## src/rtl/mem_arbiter.sv

```systemverilog
// Memory arbiter between a CPU and a front panel sharing one single-port RAM.
//
// Ports:
//   CLK, RESET             clock and asynchronous active-high reset
//   cpu_req/we/addr/wdata  CPU access request, held until cpu_ack
//   cpu_idle               CPU at an instruction boundary or halted
//   cpu_ack, cpu_rdata     one-cycle completion pulse and read data
//   cpu_hold               stalls the CPU sequencer while the panel owns the RAM
//   pnl_req/cmd/wdata      panel request: 01 LDA, 10 DEP, 11 EXM, 00 no-op
//   pnl_ack, pnl_rdata     one-cycle completion pulse and last examined word
//   pnl_ar                 panel address register
//   ram_addr/wdata/we/oe   RAM strobes, one cycle per access
//   ram_rdata              RAM read data, valid the cycle after ram_oe
//
// The panel wins over the CPU, but only while the CPU is idle. All RAM strobes and
// acks are registered, so every access drives the RAM from values captured at the
// moment the request was accepted.
module mem_arbiter (
  input  logic        CLK,
  input  logic        RESET,
  input  logic        cpu_req,
  input  logic        cpu_we,
  input  logic [11:0] cpu_addr,
  input  logic [11:0] cpu_wdata,
  input  logic        cpu_idle,
  output logic        cpu_ack,
  output logic [11:0] cpu_rdata,
  output logic        cpu_hold,
  input  logic        pnl_req,
  input  logic [1:0]  pnl_cmd,
  input  logic [11:0] pnl_wdata,
  output logic        pnl_ack,
  output logic [11:0] pnl_rdata,
  output logic [11:0] pnl_ar,
  output logic [11:0] ram_addr,
  output logic [11:0] ram_wdata,
  output logic        ram_we,
  output logic        ram_oe,
  input  logic [11:0] ram_rdata
);

  localparam logic [1:0] CmdNop = 2'b00;
  localparam logic [1:0] CmdLda = 2'b01;
  localparam logic [1:0] CmdDep = 2'b10;
  localparam logic [1:0] CmdExm = 2'b11;

  typedef enum logic [2:0] {StIdle, StCAcc, StCAck, StPAcc, StPAck} state_e;

  state_e      state_q;
  logic        we_q;
  logic [1:0]  cmd_q;
  logic [11:0] pwdata_q;
  logic        hold_q;
  logic        pnl_go;
  logic        pnl_ram;

  // Panel may only take the RAM at a CPU instruction boundary.
  assign pnl_go  = pnl_req & cpu_idle;
  assign pnl_ram = (pnl_cmd == CmdDep) || (pnl_cmd == CmdExm);

  always_ff @(posedge CLK or posedge RESET) begin
    if (RESET) begin
      state_q   <= StIdle;
      we_q      <= 1'b0;
      cmd_q     <= CmdNop;
      pwdata_q  <= '0;
      hold_q    <= 1'b0;
      cpu_ack   <= 1'b0;
      pnl_ack   <= 1'b0;
      pnl_rdata <= '0;
      pnl_ar    <= '0;
      ram_addr  <= '0;
      ram_wdata <= '0;
      ram_we    <= 1'b0;
      ram_oe    <= 1'b0;
    end else begin
      // Strobes and acks are single-cycle unless a state re-asserts them.
      ram_we    <= 1'b0;
      ram_oe    <= 1'b0;
      ram_addr  <= '0;
      ram_wdata <= '0;
      cpu_ack   <= 1'b0;
      pnl_ack   <= 1'b0;
      hold_q    <= 1'b0;
      unique case (state_q)
        StIdle: begin
          if (pnl_go) begin
            cmd_q    <= pnl_cmd;
            pwdata_q <= pnl_wdata;
            hold_q   <= 1'b1;
            if (pnl_ram) begin
              state_q  <= StPAcc;
              ram_addr <= pnl_ar;
              ram_we   <= (pnl_cmd == CmdDep);
              ram_oe   <= (pnl_cmd == CmdExm);
              if (pnl_cmd == CmdDep) begin
                ram_wdata <= pnl_wdata;
              end
            end else begin
              // LDA and no-op need no RAM cycle: ack on the next cycle.
              state_q <= StPAck;
              pnl_ack <= 1'b1;
            end
          end else if (cpu_req) begin
            state_q   <= StCAcc;
            we_q      <= cpu_we;
            ram_addr  <= cpu_addr;
            ram_wdata <= cpu_wdata;
            ram_we    <= cpu_we;
            ram_oe    <= ~cpu_we;
          end
        end
        StCAcc: begin
          state_q <= StCAck;
          cpu_ack <= 1'b1;
        end
        StCAck: begin
          state_q <= StIdle;
        end
        StPAcc: begin
          state_q <= StPAck;
          pnl_ack <= 1'b1;
          hold_q  <= 1'b1;
        end
        StPAck: begin
          state_q <= StIdle;
          case (cmd_q)
            CmdLda: pnl_ar <= pwdata_q;
            CmdDep: pnl_ar <= pnl_ar + 12'd1;
            CmdExm: begin
              pnl_ar    <= pnl_ar + 12'd1;
              pnl_rdata <= ram_rdata;
            end
            default: ;
          endcase
        end
        default: state_q <= StIdle;
      endcase
    end
  end

  // RAM read data arrives during C_ACK, one cycle after ram_oe.
  assign cpu_rdata = (cpu_ack && !we_q) ? ram_rdata : 12'd0;

  // Combinational part asserts the stall in the very cycle the panel is granted.
  assign cpu_hold = hold_q | ((state_q == StIdle) & pnl_go & ~RESET);

endmodule

```

## config.mk

```make
export PLATFORM = sky130hd
export DESIGN_NAME = mem_arbiter
export DESIGN_NICKNAME = d
export VERILOG_FILES = /design/src/rtl/mem_arbiter.sv
export SDC_FILE = /design/constraint.sdc
export NUM_CORES = 1
export LEC_CHECK = 0
export ABC_AREA = 1
export BUFFER_PORTS_ARGS = -buffer_cell sky130_fd_sc_hd__buf_4
export CAP_MARGIN = 10
export CORE_MARGIN = 10
export CORE_UTILIZATION = 49
export DETAILED_ROUTE_END_ITERATION = 10
export GPL_ROUTABILITY_DRIVEN = 0
export PLACE_DENSITY = 0.89
export SYNTH_ARGS = -nofsm -noshare
export SYNTH_HDL_FRONTEND = slang
export SYNTH_SLANG_ARGS = --single-unit
```

## constraint.sdc

```tcl
create_clock -name CLK -period 3.2 [get_ports CLK]
set_input_delay 0.64 -clock CLK [delete_from_list [all_inputs] [get_ports CLK]]
set_output_delay 0.64 -clock CLK [all_outputs]
set_load 0.05 [all_outputs]
```

==> metrics.csv <==
stage,metric,value,unit
cts,tritoncts_num_sinks,71,
logic_synthesis,synth.yosys.seq_area_share,55.49,%
sta,setup-tns-final,0,ps
worst_setup_path,critical_path.max_fanout,18,
cells_and_area,multi_input_comb_area,1033,sq um
pwr,pwr-share-seq,34.1,%
sta,max-slew-margin-rel,56.96,%
worst_setup_path,critical_path.startpoint_type,flip-flop,
placed_design,place_worst_setup_slack,810.7,ps
global_routing,global_route_met1_utilization,18.83,%
floorplanning,die_w,100.8,microns
floorplanning,floorplan.die.height,100.8,microns
logic_synthesis,syn-num-nets,422,
logic_synthesis,synth-edff-count,0,
pwr,netSwitchingFraction,49.08,%
worst_setup_path,worst-endpoint-arrival,1880,ps
logic_synthesis,synth_seq_cells,71,
sta,finalWorstPathRequiredPeriod,2523,ps
routing,dr_total_vias,2902,
routing,detail-route-antenna-nets,0,
cts,insertion_delay,340,ps
cts,clk_transition_reported_paths,80,ps
sta,report.final.setup_viol,0,
placed_design,placement.cell_area,4123,sq um
cts,cts_root_buffer,sky130_fd_sc_hd__clkbuf_8,
global_routing,globalRouteOverflowTotal,0,
hold_path,min-delay-path-class,primary input to async pin,
routing,route.final.wire_length,8951,microns
worst_setup_path,timing.setup.critical_path_class,flip-flop to output port,
logic_synthesis,syn_area,3202,sq um
cells_and_area,drive_above_1_share,32.92,%
floorplanning,core_region_area,6350,sq um
cells_and_area,areaGrowthSynthToFinish,34.62,%
sta,worst-slew-pin-transition,643.6,ps
routing,wl_per_cell,15.81,microns
cts,cts_max_path_buffers,2,
floorplanning,dieArea,10170,sq um
cts,cts.hold.buffers_added,0,
sta,postLayoutSetupSlackWorst,677.2,ps
pwr,p_comb_share,49.8,%
cts,postCtsSetupBuffers,0,
routing,first_pass_iters,4,
logic_synthesis,syn_inst,365,
pwr,p_int,2.188,mW
cells_and_area,filler_cell_count,476,
outcome,outcome,completed,
sta,finalMaxSlewViolations,0,
logic_synthesis,synth_commonest_cells,"76 x sky130_fd_sc_hd__inv_1, 71 x sky130_fd_sc_hd__dfrtp_1, 68 x sky130_fd_sc_hd__nand2_1",
flow_run,cap_violations,0,
logic_synthesis,synth-warning-count,0,
cts,cts_tree,built,
logic_synthesis,avgSynthCellArea,8.772,sq um
global_routing,grt_util_met2,30.07,%
sta,clock_skew,9.143,ps
logic_synthesis,synth_top_flop_cell,sky130_fd_sc_hd__dfrtp_1,
cells_and_area,finalNonFillerCells,566,
global_routing,antenna_found_initial,0,
cells_and_area,layout.core_utilization,67.88,%
global_routing,grt_pass1_vias,2993,
logic_synthesis,synthMostInstantiatedCell,sky130_fd_sc_hd__inv_1,
cells_and_area,antennaDiodeCount,0,
pwr,vdd_drop_max,0.0006882,V
cells_and_area,finalInstanceArea,4310,sq um
logic_synthesis,synthTopCellsByArea,"sky130_fd_sc_hd__dfrtp_1 55%, sky130_fd_sc_hd__inv_1 8.9%, sky130_fd_sc_hd__nand2_1 8.0%, sky130_fd_sc_hd__o21ai_0 5.6%, sky130_fd_sc_hd__o22ai_1 4.7%",
pwr,cellLeakagePower,2.414,nW
pwr,power_density,997.0,nW/um^2
cells_and_area,final-seq-area,1777,sq um
global_routing,grt_max_degree,30,
logic_synthesis,synth_largest_area_cell,sky130_fd_sc_hd__dfrtp_1,
cts,tritoncts.num_buffers,9,
sta,clock.fmax,396.4,MHz
placed_design,dp.cells,550,
floorplanning,placement_rows,29,
global_routing,grtUsageTotal,17.26,%
sta,final_min_period_over_clock_period,78.84,%
logic_synthesis,synth.lib_cells_used.distinct,30,
worst_setup_path,worstPathRequired,2560,ps
sta,finalHoldViolCount,0,
global_routing,global_route.peak_usage_layer,met2,
placed_design,io_buffer_count,120,
cells_and_area,design.final.nets,541,
pwr,power.clock.fraction,16.1,%
floorplanning,design.portCount,121,
routing,detailedRoute.firstIterationViolations,159,
global_routing,grtUsageMet3,5.487,%
sta,rsz0062_at_grt,false,
logic_synthesis,synthDominantCellAreaShare,55.49,%
routing,avgViaCountPerCell,5.127,
logic_synthesis,ys_async_sr_fraction,100.0,%
pwr,net-switching-power,2.109,mW
floorplanning,floorplan.initialDensity,50.42,%
cts,htree_levels,3,
worst_setup_path,timing.critical_path.to_type,output port,
placed_design,hpwl,6900,microns
routing,drt_drc_violations_left,0,
worst_setup_path,reg2reg_setup_slack,1280,ps
global_routing,grt_first_pass_wirelength,14080,microns
cts,cts.repair.resized,0,
==> metrics by stage <==
stage / power (mW) / hold slack, ps
2_1_floorplan: 2.954 / 449.6
3_3_place_gp: 3.560 / 468.7
3_5_place_dp: 3.623 / 475.6
4_1_cts: 4.313 / 317.5
5_1_grt: 4.532 / 335.6
6_report: 4.297 / 301.0
==> metal layers <==
layer,vias to the layer above,part of all wire [%]
li1,1394,-
met1,1376,38
met2,119,51
met3,13,9.8
met4,0,1.8
met5,-,0
==> flip-flops by register name (all words and copies together) (netlist names) <==
register	flops
cmd_q	2
pnl_ar	12
hold_q	1
ram_oe	1
pwdata_q	12
ram_wdata	12
pnl_ack	1
state_q	3
ram_addr	12
cpu_ack	1
pnl_rdata	12
ram_we	1
we_q	1
==> layout make-up <==
type                       instances  area share (%)
multi-input combinational        201           23.98
timing repair buffer             123           21.42
sequential                        71           41.22
clock buffer                       9           2.874
clock inverter                     7           1.480
inverter                          78           6.792
tap                               77           2.235
==> critical path, cell delays in order, from the launching register on <==
cell and delay, ps:
sky130_fd_sc_hd__dfrtp_1 430, sky130_fd_sc_hd__nor2_4 160, sky130_fd_sc_hd__nand2_2 100, sky130_fd_sc_hd__nor2_8 240, sky130_fd_sc_hd__inv_2 230, sky130_fd_sc_hd__o21bai_2 160, sky130_fd_sc_hd__buf_4 210
==> logic make-up (layout without fill, tap and decap cells) <==
group,after synthesis,after routing,synth area share [%]
adders and majority gates,1,1,0.3907
AOI/OAI and AO/OA,88,88,16.33
buffers and inverters,93,217,12.23
and+or+nand+nor,112,112,15.55
DFF,71,71,55.49
==> placed cells by master, fill, tap and decap left out, types with 5 or more instances in the layout <==
cell and count:
sky130_fd_sc_hd__dfrtp_1 71, sky130_fd_sc_hd__nand2_1 68, sky130_fd_sc_hd__clkinv_2 5, sky130_fd_sc_hd__nand3_1 11
sky130_fd_sc_hd__buf_4 123, sky130_fd_sc_hd__inv_1 75, sky130_fd_sc_hd__clkbuf_8 9, sky130_fd_sc_hd__nor2_1 23
sky130_fd_sc_hd__o22ai_1 24, sky130_fd_sc_hd__o21ai_2 8, sky130_fd_sc_hd__o21ai_0 36, sky130_fd_sc_hd__a21oi_1 12
==> path summary, 6_finish.rpt <==
check | start | endpoint | cells after the start
max | state_q[0] | cpu_hold | 6
min | RESET | ram_addr[11] | 2
max reg2reg | cmd_q[1] | pnl_ar[7] | 7
min reg2reg | pnl_rdata[2] | pnl_rdata[2] | 2
max in group asynchronous | RESET | pwdata_q[4] | 3
min in group CLK | pnl_rdata[2] | pnl_rdata[2] | 2
==> power groups by stage <==
stage / Sequential (mW) / Clock [mW] / Combinational, mW
finish: 1.47 / 0.690 / 2.14
global route: 1.50 / 0.741 / 2.29
CTS: 1.46 / 0.693 / 2.16
detailed placement: 1.48 / 0 / 2.15
global placement: 1.46 / 0 / 2.10
floorplan: 2.17 / 0 / 0.788
(Power assumes the default switching activity.)
